**src/rtl/crossfade_mixer_pkg.sv**
```systemverilog
// crossfade_mixer_pkg: shared FSM states, gain/saturation helpers and fade-step default
package crossfade_mixer_pkg;
   typedef enum logic [2:0] {IDLE, IN_MUL, IN_DONE, MIX, OUT_MUL, OUT_DONE, REST} state_t;
   function automatic int unity_of(input int dw, input int gs);
      return 1 << (dw - 1 - gs);
   endfunction
   function automatic longint sat_max(input int dw);
      return (longint'(1) << (dw - 1)) - 1;
   endfunction
   function automatic longint sat_min(input int dw);
      return -(longint'(1) << (dw - 1));
   endfunction
   function automatic int fade_step_default(input int dw, input int gs);
      return unity_of(dw, gs) >> 7;
   endfunction
endpackage

```
**src/rtl/crossfade_mixer_mul.sv**
```systemverilog
// sat_gain_mul: one-stage registered signed multiply, rescale by the gain format and saturate
module sat_gain_mul import crossfade_mixer_pkg::*; #(
   parameter int data_width = 16,
   parameter int gain_shift = 4
)(
   input  logic                         clk,
   input  logic                         reset,
   input  logic signed [data_width-1:0] i_a,
   input  logic signed [data_width-1:0] i_g,
   output logic signed [data_width-1:0] o_p
);
   localparam int PW = 2 * data_width;
   localparam logic signed [PW-1:0] P_MAX = PW'(sat_max(data_width));
   localparam logic signed [PW-1:0] P_MIN = PW'(sat_min(data_width));
   localparam logic signed [data_width-1:0] S_MAX = data_width'(sat_max(data_width));
   localparam logic signed [data_width-1:0] S_MIN = data_width'(sat_min(data_width));
   logic signed [PW-1:0] w_prod, w_shift;
   assign w_prod  = PW'(i_a) * PW'(i_g);
   assign w_shift = w_prod >>> (data_width - 1 - gain_shift);
   // register the clamped product
   always_ff @(posedge clk or posedge reset) begin
      if (reset) o_p <= '0;
      else o_p <= (w_shift > P_MAX) ? S_MAX : (w_shift < P_MIN) ? S_MIN : w_shift[data_width-1:0];
   end
endmodule

```
**src/rtl/crossfade_mixer.sv**
```systemverilog
// crossfade_mixer: gain stage plus n-pipe crossfading mixer sharing one multiplier
// Optional peak meter on out_sample: define CROSSFADE_MIXER_PEAK_METER_EN
module crossfade_mixer import crossfade_mixer_pkg::*; #(
   parameter int data_width = 16,
   parameter int gain_shift = 4,
   parameter int n_pipes    = 4,
   parameter int fade_step  = fade_step_default(data_width, gain_shift)
)(
   input  logic                              clk,
   input  logic                              reset,
   input  logic signed [data_width-1:0]      in_sample,
   input  logic                              in_sample_valid,
   output logic signed [data_width-1:0]      in_sample_out,
   output logic                              in_sample_ready,
   input  logic [n_pipes*data_width-1:0]     out_samples_in,
   input  logic                              out_samples_valid,
   output logic signed [data_width-1:0]      out_sample,
   output logic                              out_sample_ready,
   input  logic signed [data_width-1:0]      data_in,
   input  logic                              set_input_gain,
   input  logic                              set_output_gain,
   input  logic                              select_pipeline,
   input  logic [$clog2(n_pipes)-1:0]        select_index,
   output logic                              pipelines_swapping,
   output logic [$clog2(n_pipes)-1:0]        active_pipeline,
   output logic [data_width-1:0]             peak_level,
   input  logic                              peak_clear
);
   localparam int DW = data_width;
   localparam int IW = $clog2(n_pipes);
   localparam int KW = $clog2(n_pipes + 1);
   localparam int AW = DW + IW;
   localparam logic signed [DW-1:0] UNITY = DW'(unity_of(DW, gain_shift));
   localparam logic signed [DW-1:0] STEP  = DW'(fade_step);
   localparam logic signed [DW-1:0] S_MAX = DW'(sat_max(DW));
   localparam logic signed [DW-1:0] S_MIN = DW'(sat_min(DW));
   localparam logic signed [AW-1:0] A_MAX = AW'(sat_max(DW));
   localparam logic signed [AW-1:0] A_MIN = AW'(sat_min(DW));
   state_t r_state, w_next;
   logic [KW-1:0] r_k;
   logic [IW-1:0] r_target, w_sel;
   logic signed [AW-1:0] r_acc;
   logic signed [DW-1:0] r_in_gain, r_out_gain, r_op, r_gl;
   logic signed [DW-1:0] r_pipe_gain [n_pipes];
   logic signed [DW-1:0] w_gain_nx [n_pipes];
   logic signed [DW-1:0] w_pipe_s [n_pipes];
   logic signed [DW-1:0] w_acc_sat, w_mul_a, w_mul_g, w_p;
   logic w_acc_in, w_acc_out, w_fade_done;
   assign w_acc_in  = (r_state == IDLE) && in_sample_valid;
   assign w_acc_out = (r_state == IDLE) && !in_sample_valid && out_samples_valid;
   // the last MIX cycle (k == n_pipes) only drains the multiplier, so its operand index is a don't-care
   assign w_sel     = (r_k < KW'(n_pipes)) ? r_k[IW-1:0] : '0;
   assign w_acc_sat = (r_acc > A_MAX) ? S_MAX : (r_acc < A_MIN) ? S_MIN : r_acc[DW-1:0];
   assign w_mul_a   = (r_state == MIX) ? w_pipe_s[w_sel] : (r_state == OUT_MUL) ? w_acc_sat : r_op;
   assign w_mul_g   = (r_state == MIX) ? r_pipe_gain[w_sel] : r_gl;
   sat_gain_mul #(.data_width(DW), .gain_shift(gain_shift)) u_mul (
      .clk(clk), .reset(reset), .i_a(w_mul_a), .i_g(w_mul_g), .o_p(w_p)
   );
   // unpack pipe samples and compute the next crossfade gains and completion flag
   always_comb begin
      w_fade_done = 1'b1;
      for (int j = 0; j < n_pipes; j++) begin
         w_pipe_s[j]  = out_samples_in[j*DW +: DW];
         w_gain_nx[j] = (IW'(j) == r_target)
                        ? ((r_pipe_gain[j] > UNITY - STEP) ? UNITY : r_pipe_gain[j] + STEP)
                        : ((r_pipe_gain[j] < STEP) ? '0 : r_pipe_gain[j] - STEP);
         w_fade_done  = w_fade_done && (w_gain_nx[j] == ((IW'(j) == r_target) ? UNITY : '0));
      end
   end
   // state register
   always_ff @(posedge clk or posedge reset) begin
      if (reset) r_state <= IDLE;
      else r_state <= w_next;
   end
   // next-state logic; REST gives upstream a cycle to drop valid after its ready pulse
   always_comb begin
      w_next = r_state;
      case (r_state)
         IDLE:     w_next = w_acc_in ? IN_MUL : w_acc_out ? MIX : IDLE;
         IN_MUL:   w_next = IN_DONE;
         IN_DONE:  w_next = REST;
         MIX:      w_next = (r_k == KW'(n_pipes)) ? OUT_MUL : MIX;
         OUT_MUL:  w_next = OUT_DONE;
         OUT_DONE: w_next = REST;
         default:  w_next = IDLE;
      endcase
   end
   // operand latching, mix accumulation and registered results with ready pulses
   always_ff @(posedge clk or posedge reset) begin
      if (reset) begin
         r_k              <= '0;
         r_acc            <= '0;
         r_op             <= '0;
         r_gl             <= '0;
         in_sample_out    <= '0;
         in_sample_ready  <= 1'b0;
         out_sample       <= '0;
         out_sample_ready <= 1'b0;
      end else begin
         r_k <= (r_state == MIX) ? r_k + 1'b1 : '0;
         if (r_state == MIX && r_k != '0) r_acc <= r_acc + AW'(w_p);
         else if (w_acc_out) r_acc <= '0;
         if (w_acc_in) begin
            r_op <= in_sample;
            r_gl <= r_in_gain;
         end else if (w_acc_out) r_gl <= r_out_gain;
         in_sample_ready  <= (r_state == IN_DONE);
         out_sample_ready <= (r_state == OUT_DONE);
         if (r_state == IN_DONE) in_sample_out <= w_p;
         if (r_state == OUT_DONE) out_sample <= w_p;
      end
   end
   // gain registers, crossfade stepping on each accepted input sample, pipeline selection
   always_ff @(posedge clk or posedge reset) begin
      if (reset) begin
         r_in_gain          <= UNITY;
         r_out_gain         <= UNITY;
         r_target           <= '0;
         pipelines_swapping <= 1'b0;
         active_pipeline    <= '0;
         for (int j = 0; j < n_pipes; j++) r_pipe_gain[j] <= (j == 0) ? UNITY : '0;
      end else begin
         if (set_input_gain) r_in_gain <= data_in;
         if (set_output_gain) r_out_gain <= data_in;
         if (w_acc_in && pipelines_swapping) begin
            for (int j = 0; j < n_pipes; j++) r_pipe_gain[j] <= w_gain_nx[j];
            if (w_fade_done) begin
               pipelines_swapping <= 1'b0;
               active_pipeline    <= r_target;
            end
         end
         if (select_pipeline && {1'b0, select_index} < (IW+1)'(n_pipes) && select_index != r_target) begin
            r_target           <= select_index;
            pipelines_swapping <= 1'b1;
         end
      end
   end
`ifdef CROSSFADE_MIXER_PEAK_METER_EN
   logic [DW-1:0] w_mag;
   assign w_mag = (w_p == S_MIN) ? S_MAX : w_p[DW-1] ? -w_p : w_p;
   // track the largest output magnitude; a clear alongside a new sample restarts from that sample
   always_ff @(posedge clk or posedge reset) begin
      if (reset) peak_level <= '0;
      else if (r_state == OUT_DONE) peak_level <= (peak_clear || w_mag > peak_level) ? w_mag : peak_level;
      else if (peak_clear) peak_level <= '0;
   end
`else
   logic w_unused_peak;
   assign w_unused_peak = peak_clear;
   assign peak_level    = '0;
`endif
endmodule

```
**config.mk**
```make
export PLATFORM = sky130hd
export DESIGN_NAME = crossfade_mixer
export DESIGN_NICKNAME = d
export VERILOG_FILES = /design/src/rtl/crossfade_mixer_pkg.sv /design/src/rtl/crossfade_mixer_mul.sv /design/src/rtl/crossfade_mixer.sv
export SDC_FILE = /design/constraint.sdc
export NUM_CORES = 1
export LEC_CHECK = 0
export CAP_MARGIN = 20
export CELL_PAD_IN_SITES_DETAIL_PLACEMENT = 1
export CELL_PAD_IN_SITES_GLOBAL_PLACEMENT = 1
export CORE_UTILIZATION = 51
export DETAILED_ROUTE_END_ITERATION = 10
export PLACE_DENSITY_LB_ADDON = 0.1
export SYNTH_ARGS = -nofsm -noshare
export SYNTH_HDL_FRONTEND = slang
export SYNTH_SLANG_ARGS = --single-unit
```
**constraint.sdc**
```tcl
create_clock -name clk -period 15.5 [get_ports clk]
set_input_delay 3.1 -clock clk [delete_from_list [all_inputs] [get_ports clk]]
set_output_delay 3.1 -clock clk [all_outputs]
set_load 0.01 [all_outputs]
```
### Word level (Yosys, flattened, before mapping)

Index checks and enable logic that the tools add are counted.

| storage, ports and cells | value |
|---|---|
| logic and storage cells | 121 |
| input port bits | 106 |
| bits in registers | 207 |

| operators by class | value |
|---|---|
| add/sub/neg operators | 10 |
| bitwise logic cells | 1 |
| multiplexer cells | 42 |
| $mul | 1 |
| reduce and logical (&&, ||, !) cells | 20 |
| $lt $le $gt $ge | 14 |
| equality and inequality tests | 14 |

Operator list:

| kind | number |
|---|---|
| two-way mux 16 bit | 25 |
| adder 16 x 5 -> 16 bit, second input constant | 4 |
| binary-select mux 16 bit (select 2 bit) | 2 |
| equality test 16 x 12 -> 1 bit | 4 |
| greater-than comparator 16 x 12 -> 1 bit, second input constant | 4 |
| less-than comparator 16 x 6 -> 1 bit, second input constant | 4 |
| subtractor 16 x 5 -> 16 bit, second input constant | 4 |
| two-way mux 12 bit | 4 |
| two-way mux 18 bit | 2 |
| multiplier 16 x 16 -> 32 bit | 1 |
| greater-than comparator 21 x 16 -> 1 bit, second input constant | 1 |
| less-than comparator 21 x 16 -> 1 bit, second input constant | 1 |
| adder 18 x 16 -> 18 bit | 1 |
| greater-than comparator 18 x 16 -> 1 bit, second input constant | 1 |
| less-than comparator 18 x 16 -> 1 bit, second input constant | 1 |
| case mux 3 bit (5 select lines) | 1 |
| equality test 3 bit, second input constant | 3 |
| logical AND 1 bit | 9 |
| nonzero test 2 bit | 4 |
| equality test 3 x 2 -> 1 bit, second input constant | 2 |
| two-way mux 2 bit | 3 |
| two-way mux 3 bit | 2 |
| equality test 2 bit, first input constant | 2 |
| AND reduction 2 bit | 2 |
| other kinds (13) | 15 |

### Logic depth before layout (Yosys ltp)

| depth | value |
|---|---|
| depth after elaboration | 11 |
| mapped depth | 37 |

### By module

Synthesis repeated with hierarchy kept, for this count alone.

| unflattened totals | value |
|---|---|
| cell total of the unflattened synthesis | 2569 |
| area total of the unflattened synthesis | 22908.2 um^2 |

Modules (own cells, without submodules):

| module | area an instance (um^2) | seq. area each (um^2) | times used | cells each |
|---|---|---|---|---|
| crossfade_mixer | 12507.0 | 4783.3 | 1 | 1426 |
| sat_gain_mul | 10401.2 | 400.4 | 1 | 1143 |

### Least setup slack after synthesis

OpenSTA, ideal clock, no wires.

| path | value |
|---|---|
| path type | input-to-reg |
| start point | input port out_samples_in[63] |
| end point | register u_mul.o_p[12] |
| arrival | 10153 ps |
| setup slack | 5273 ps |
| required time | 15426 ps |
| cell stages on the path | 28 |
| path through | mux2i_1 nand2_1 a21oi_1 a21oi_1 clkbuf_1 nand2_1 fa_1 inv_1 fa_1 fa_1 fa_1 fa_1 inv_1 fa_1 inv_1 ha_1 clkbuf_1 a21o_1 o21bai_1 a21o_1 a21o_1 a21o_1 a21o_1 and2_1 a211o_1 o41a_1 buf_6 o21ai_2 |

| on the way | value |
|---|---|
| word-level cells in the longest chain between the ends | 8 |
| elaborated cells on any way between the ends | 9 |
| those cells by class | mul: 1; order compare: 2; mux: 6 |

Ends and longest elaborated chain:

| item | line | source |
|---|---|---|
| start: declaration | crossfade_mixer.sv:15 | `input logic [n_pipes*data_width-1:0] out_samples_in,` |
| binary-select mux 16 bit (select 2 bit) * | crossfade_mixer.sv:54 | `assign w_mul_a = (r_state == MIX) ? w_pipe_s[w_sel] : (r_state == OUT_MUL) ? w_acc_sat : r_op;` |
| two-way mux 16 bit (not written as such) * (2 in a row) | crossfade_mixer.sv:54 |  |
| two-way mux 16 bit * | crossfade_mixer.sv:54 |  |
| multiplier 16 x 16 -> 32 bit * | crossfade_mixer_mul.sv:18 | `assign w_prod = PW'(i_a) * PW'(i_g);` |
| less-than comparator 21 x 16 -> 1 bit | crossfade_mixer_mul.sv:23 | `else o_p <= (w_shift > P_MAX) ? S_MAX : (w_shift < P_MIN) ? S_MIN : w_shift[data_width-1:0];` |
| two-way mux 16 bit | crossfade_mixer_mul.sv:23 |  |
| two-way mux 16 bit * | crossfade_mixer_mul.sv:23 |  |
| end signal: assignment | crossfade_mixer_mul.sv:23 |  |
| end: declaration | crossfade_mixer_mul.sv:10 | `output logic signed [data_width-1:0] o_p` |

Mark *: on every way between the ends. The rest lies on a longest branch, timed or not. The select of a mux whose other input is x is not followed.
A chain may end at the register's enable or synchronous reset.

### Worst setup path in the final report

| path | value |
|---|---|
| start point | input port out_samples_in[59] |
| end point | register u_mul.o_p[0] |

Same word-level chain as after synthesis.

==> results.py <==
metrics = {
    "global_route": {
        "grt_start_max_net_pins": 137,
        "grt_overflow_total": 0,
        "track_usage_pct": 35.30,
        "grt_pass1_wl_um": 121000,
        "grt_pass1_vias": 20890,
        "antenna_found_initial": 1,
    },
    "finish": {
        "layout_commonest_cell": "inv_1",
        "area_delta_synth_final_pct": 12.26,
        "nFillCells": 4993,
        "layout-drive-gt1-share_pct": 8.415,
        "final_cell_mix": "358 x inv_1, 329 x nand2_1, 262 x fa_1, 203 x dfrtp_1, 187 x nor2_1",
        "finalNetCount": 3094,
        "antenna_cells": 0,
    },
    "sta": {
        "finalClockSkew_ns": 0.009466,
        "tightest_slew_ns": 1.139,
        "hold_violations": 0,
        "final.period_utilization_pct": 74.39,
        "slew-limit-headroom_pct": 24.05,
        "rsz0062_at_grt": "no",
        "slew_viol_final": 0,
        "min_period_ns": 11.53,
        "max_freq_mhz": 86.73,
        "setup_tns_ns": 0,
        "setup_viol": 0,
    },
    "clocking": {
        "cts_made_buffers": 25,
        "cts_setup_buffers": 0,
        "cts_root_buf": "clkbuf_16",
        "clk_pin_slew_ns": 0.06,
        "clkSinkCount": 207,
        "ctsHoldBuffers": 0,
        "cts_tree": "built",
        "htreeDepth": 1,
        "ctsResizeCount": 0,
        "clk_latency_ns": 0.55,
        "ctsLongestPathBuffers": 3,
    },
    "critical_path": {
        "end_kind": "flip-flop",
        "setup.worst_path.start": "out_samples_in[59]",
        "worstPathArrival_ns": 11.91,
        "r2r-start": "r_state[2]",
        "crit_fanout": 15,
        "cp-start-kind": "primary input",
        "required_ns": 15.88,
        "crit_type": "in -> reg",
    },
    "yosys": {
        "syn_inst": 2540,
        "synthDistinctLibCells": 84,
        "synthFlopType": "dfrtp_1",
        "ys_seq_area_share_pct": 23.05,
        "ys_ff_latch": 207,
        "synth_edf_count": 0,
        "yosys_warnings": 0,
        "synth_area_sq_mm": 0.02249,
        "postSynthAreaPerCell_sq_um": 8.855,
        "async_flop_share_pct": 100.0,
    },
    "floorplan": {
        "ios": 159,
        "die_w_um": 212,
        "die_y_um": 212,
        "dieArea_sq_mm": 0.04494,
        "fp.coreArea_sq_mm": 0.04327,
        "initial_core_util_pct": 51.98,
        "placementRows": 76,
    },
    "job": {
        "maxCapViolCount": 0,
    },
    "hold_path": {
        "hold_path_class": "reg -> reg",
        "min_from": "r_gl[0]",
    },
    "routing": {
        "viasPerCell": 6.032,
        "drc": 0,
        "firstDrtPassIters": 5,
        "antenna_left": 0,
        "drt_iter0_markers": 1519,
        "detail_route.wirelength_um": 76510,
        "num_vias": 19440,
        "wl_per_cell_um": 23.74,
    },
    "run_status": {
        "run_status": "finished clean",
    },
    "placed_design": {
        "port-buffer-count": 141,
        "gp_congestion": 0.9578,
        "post-dp-hpwl_um": 60360,
    },
}
[routing by layer]
metal / up-vias / share of wire [%] / global-route usage (%)
met5: - / 0.017 / 0
met4: 2 / 3.0 / 9.020
met3: 146 / 7.2 / 6.219
met2: 702 / 48 / 58.62
met1: 10060 / 42 / 47.70
li1: 8527 / - / -
[registers in the layout (all words and copies together), names as in the netlist, 16 cells and up]
signal	count
r_in_gain	16
in_sample_out	16
out_sample	16
r_gl	16
r_acc	18
r_out_gain	16
u_mul.o_p	16
r_pipe_gain	64
r_op	16
[area by class of cell]
type	count	area, sq um	area share [%]
Timing Repair Buffer	184	1732	6.858
Tap cell	585	732.0	2.899
Clock buffer	35	723.2	2.864
Clock inverter	10	105.1	0.4163
Inverter	361	1363	5.396
Multi-Input combinational cell	1841	15410	61.03
Sequential cell	207	5185	20.54
[critical path: stages]
cell and delay (ns):
clkdlybuf4s50_1 0.45, mux2i_1 0.09, nand2_1 0.19, a21oi_1 0.24, nor2_1 0.77, nand2_1 0.18
fa_1 0.53, inv_1 0.06, fa_1 0.46, fa_1 0.60, fa_1 0.57, fa_1 0.56
inv_1 0.06, fa_1 0.54, inv_1 0.05, ha_1 0.39, a21o_1 0.19, a21o_1 0.19
a211oi_1 0.30, nand2_1 0.13, a311oi_1 0.64, or2_2 0.25, o21ai_0 0.10, xnor2_1 0.30
o41a_1 0.72, o21ai_0 0.23
[synth_stat cells, types with 7 or more instances]
master / instances / share of area [%]
a21oi_1: 76 / 1.7
dfrtp_1: 204 / 23
xnor2_1: 33 / 1.3
a31oi_1: 15 / 0.42
o21ai_1: 13 / 0.29
o21ai_0: 112 / 2.5
a211oi_1: 33 / 1.1
buf_4: 17 / 0.57
or2_2: 15 / 0.42
o221ai_1: 10 / 0.39
or4_1: 7 / 0.23
mux2_2: 77 / 3.9
xor2_1: 21 / 0.82
nor2_1: 189 / 3.2
inv_1: 359 / 6.0
nor4_1: 15 / 0.42
nand4_1: 19 / 0.53
o21a_1: 10 / 0.33
buf_2: 10 / 0.22
a22oi_1: 22 / 0.73
nand2b_1: 26 / 0.72
a22o_1: 27 / 1.1
a21o_1: 29 / 0.97
and2_1: 33 / 0.92
o31ai_1: 9 / 0.30
ha_1: 106 / 5.9
buf_1: 13 / 0.22
or3_1: 12 / 0.33
and3_1: 23 / 0.64
nand2_1: 330 / 5.5
o22ai_1: 20 / 0.56
o211ai_1: 16 / 0.53
nor2b_1: 20 / 0.56
a221o_1: 10 / 0.45
nand3_1: 35 / 0.78
mux2i_1: 52 / 2.3
fa_1: 262 / 23
o21ai_2: 11 / 0.43
clkbuf_1: 104 / 1.7
nor3_1: 51 / 1.1
[kinds of logic after synthesis]
group           after synthesis  synth area share [%]
xor+xnor                     54                 2.103
simple gates                802                 16.43
other cells                   1               0.01667
compound gates              471                 14.10
buf+inv                     507                 8.867
mux                         130                 6.219
flops                       207                 23.05
fa+ha+maj                   368                 29.22
[through the flow]
stage / cell area (sq um) / setup WS (ns) / hold WS (ns) / std cells / utilization [%]
finish: 25250 / 3.970 / 0.4822 / 3223 / 58.36
CTS: 25240 / 4.022 / 0.4865 / 3222 / 58.35
floorplan: 22550 / 5.273 / 0.4497 / 2555 / -
global route: 25250 / 3.524 / 0.5111 / 3223 / 58.36
detailed placement: 24420 / 3.499 / 0.4680 / 3177 / 56.43
global placement: 24420 / 3.686 / 0.4603 / 3177 / 56.43
[path summary, 6_finish.rpt]
path	to	slack (ns)	cells past startpoint
worst max register to register	u_mul.o_p[0]	5.15	25
worst min-delay path	r_gl[0]	0.48	2
max in group asynchronous	r_k[0]	10.71	3
worst max-delay path	u_mul.o_p[0]	3.97	26
worst min register to register	r_gl[0]	0.48	2
min in group asynchronous	r_out_gain[5]	3.17	2
Power is left out: the tool's default activity adds up to more than one toggle a clock period on the data nets, which glitch-free logic cannot reach.
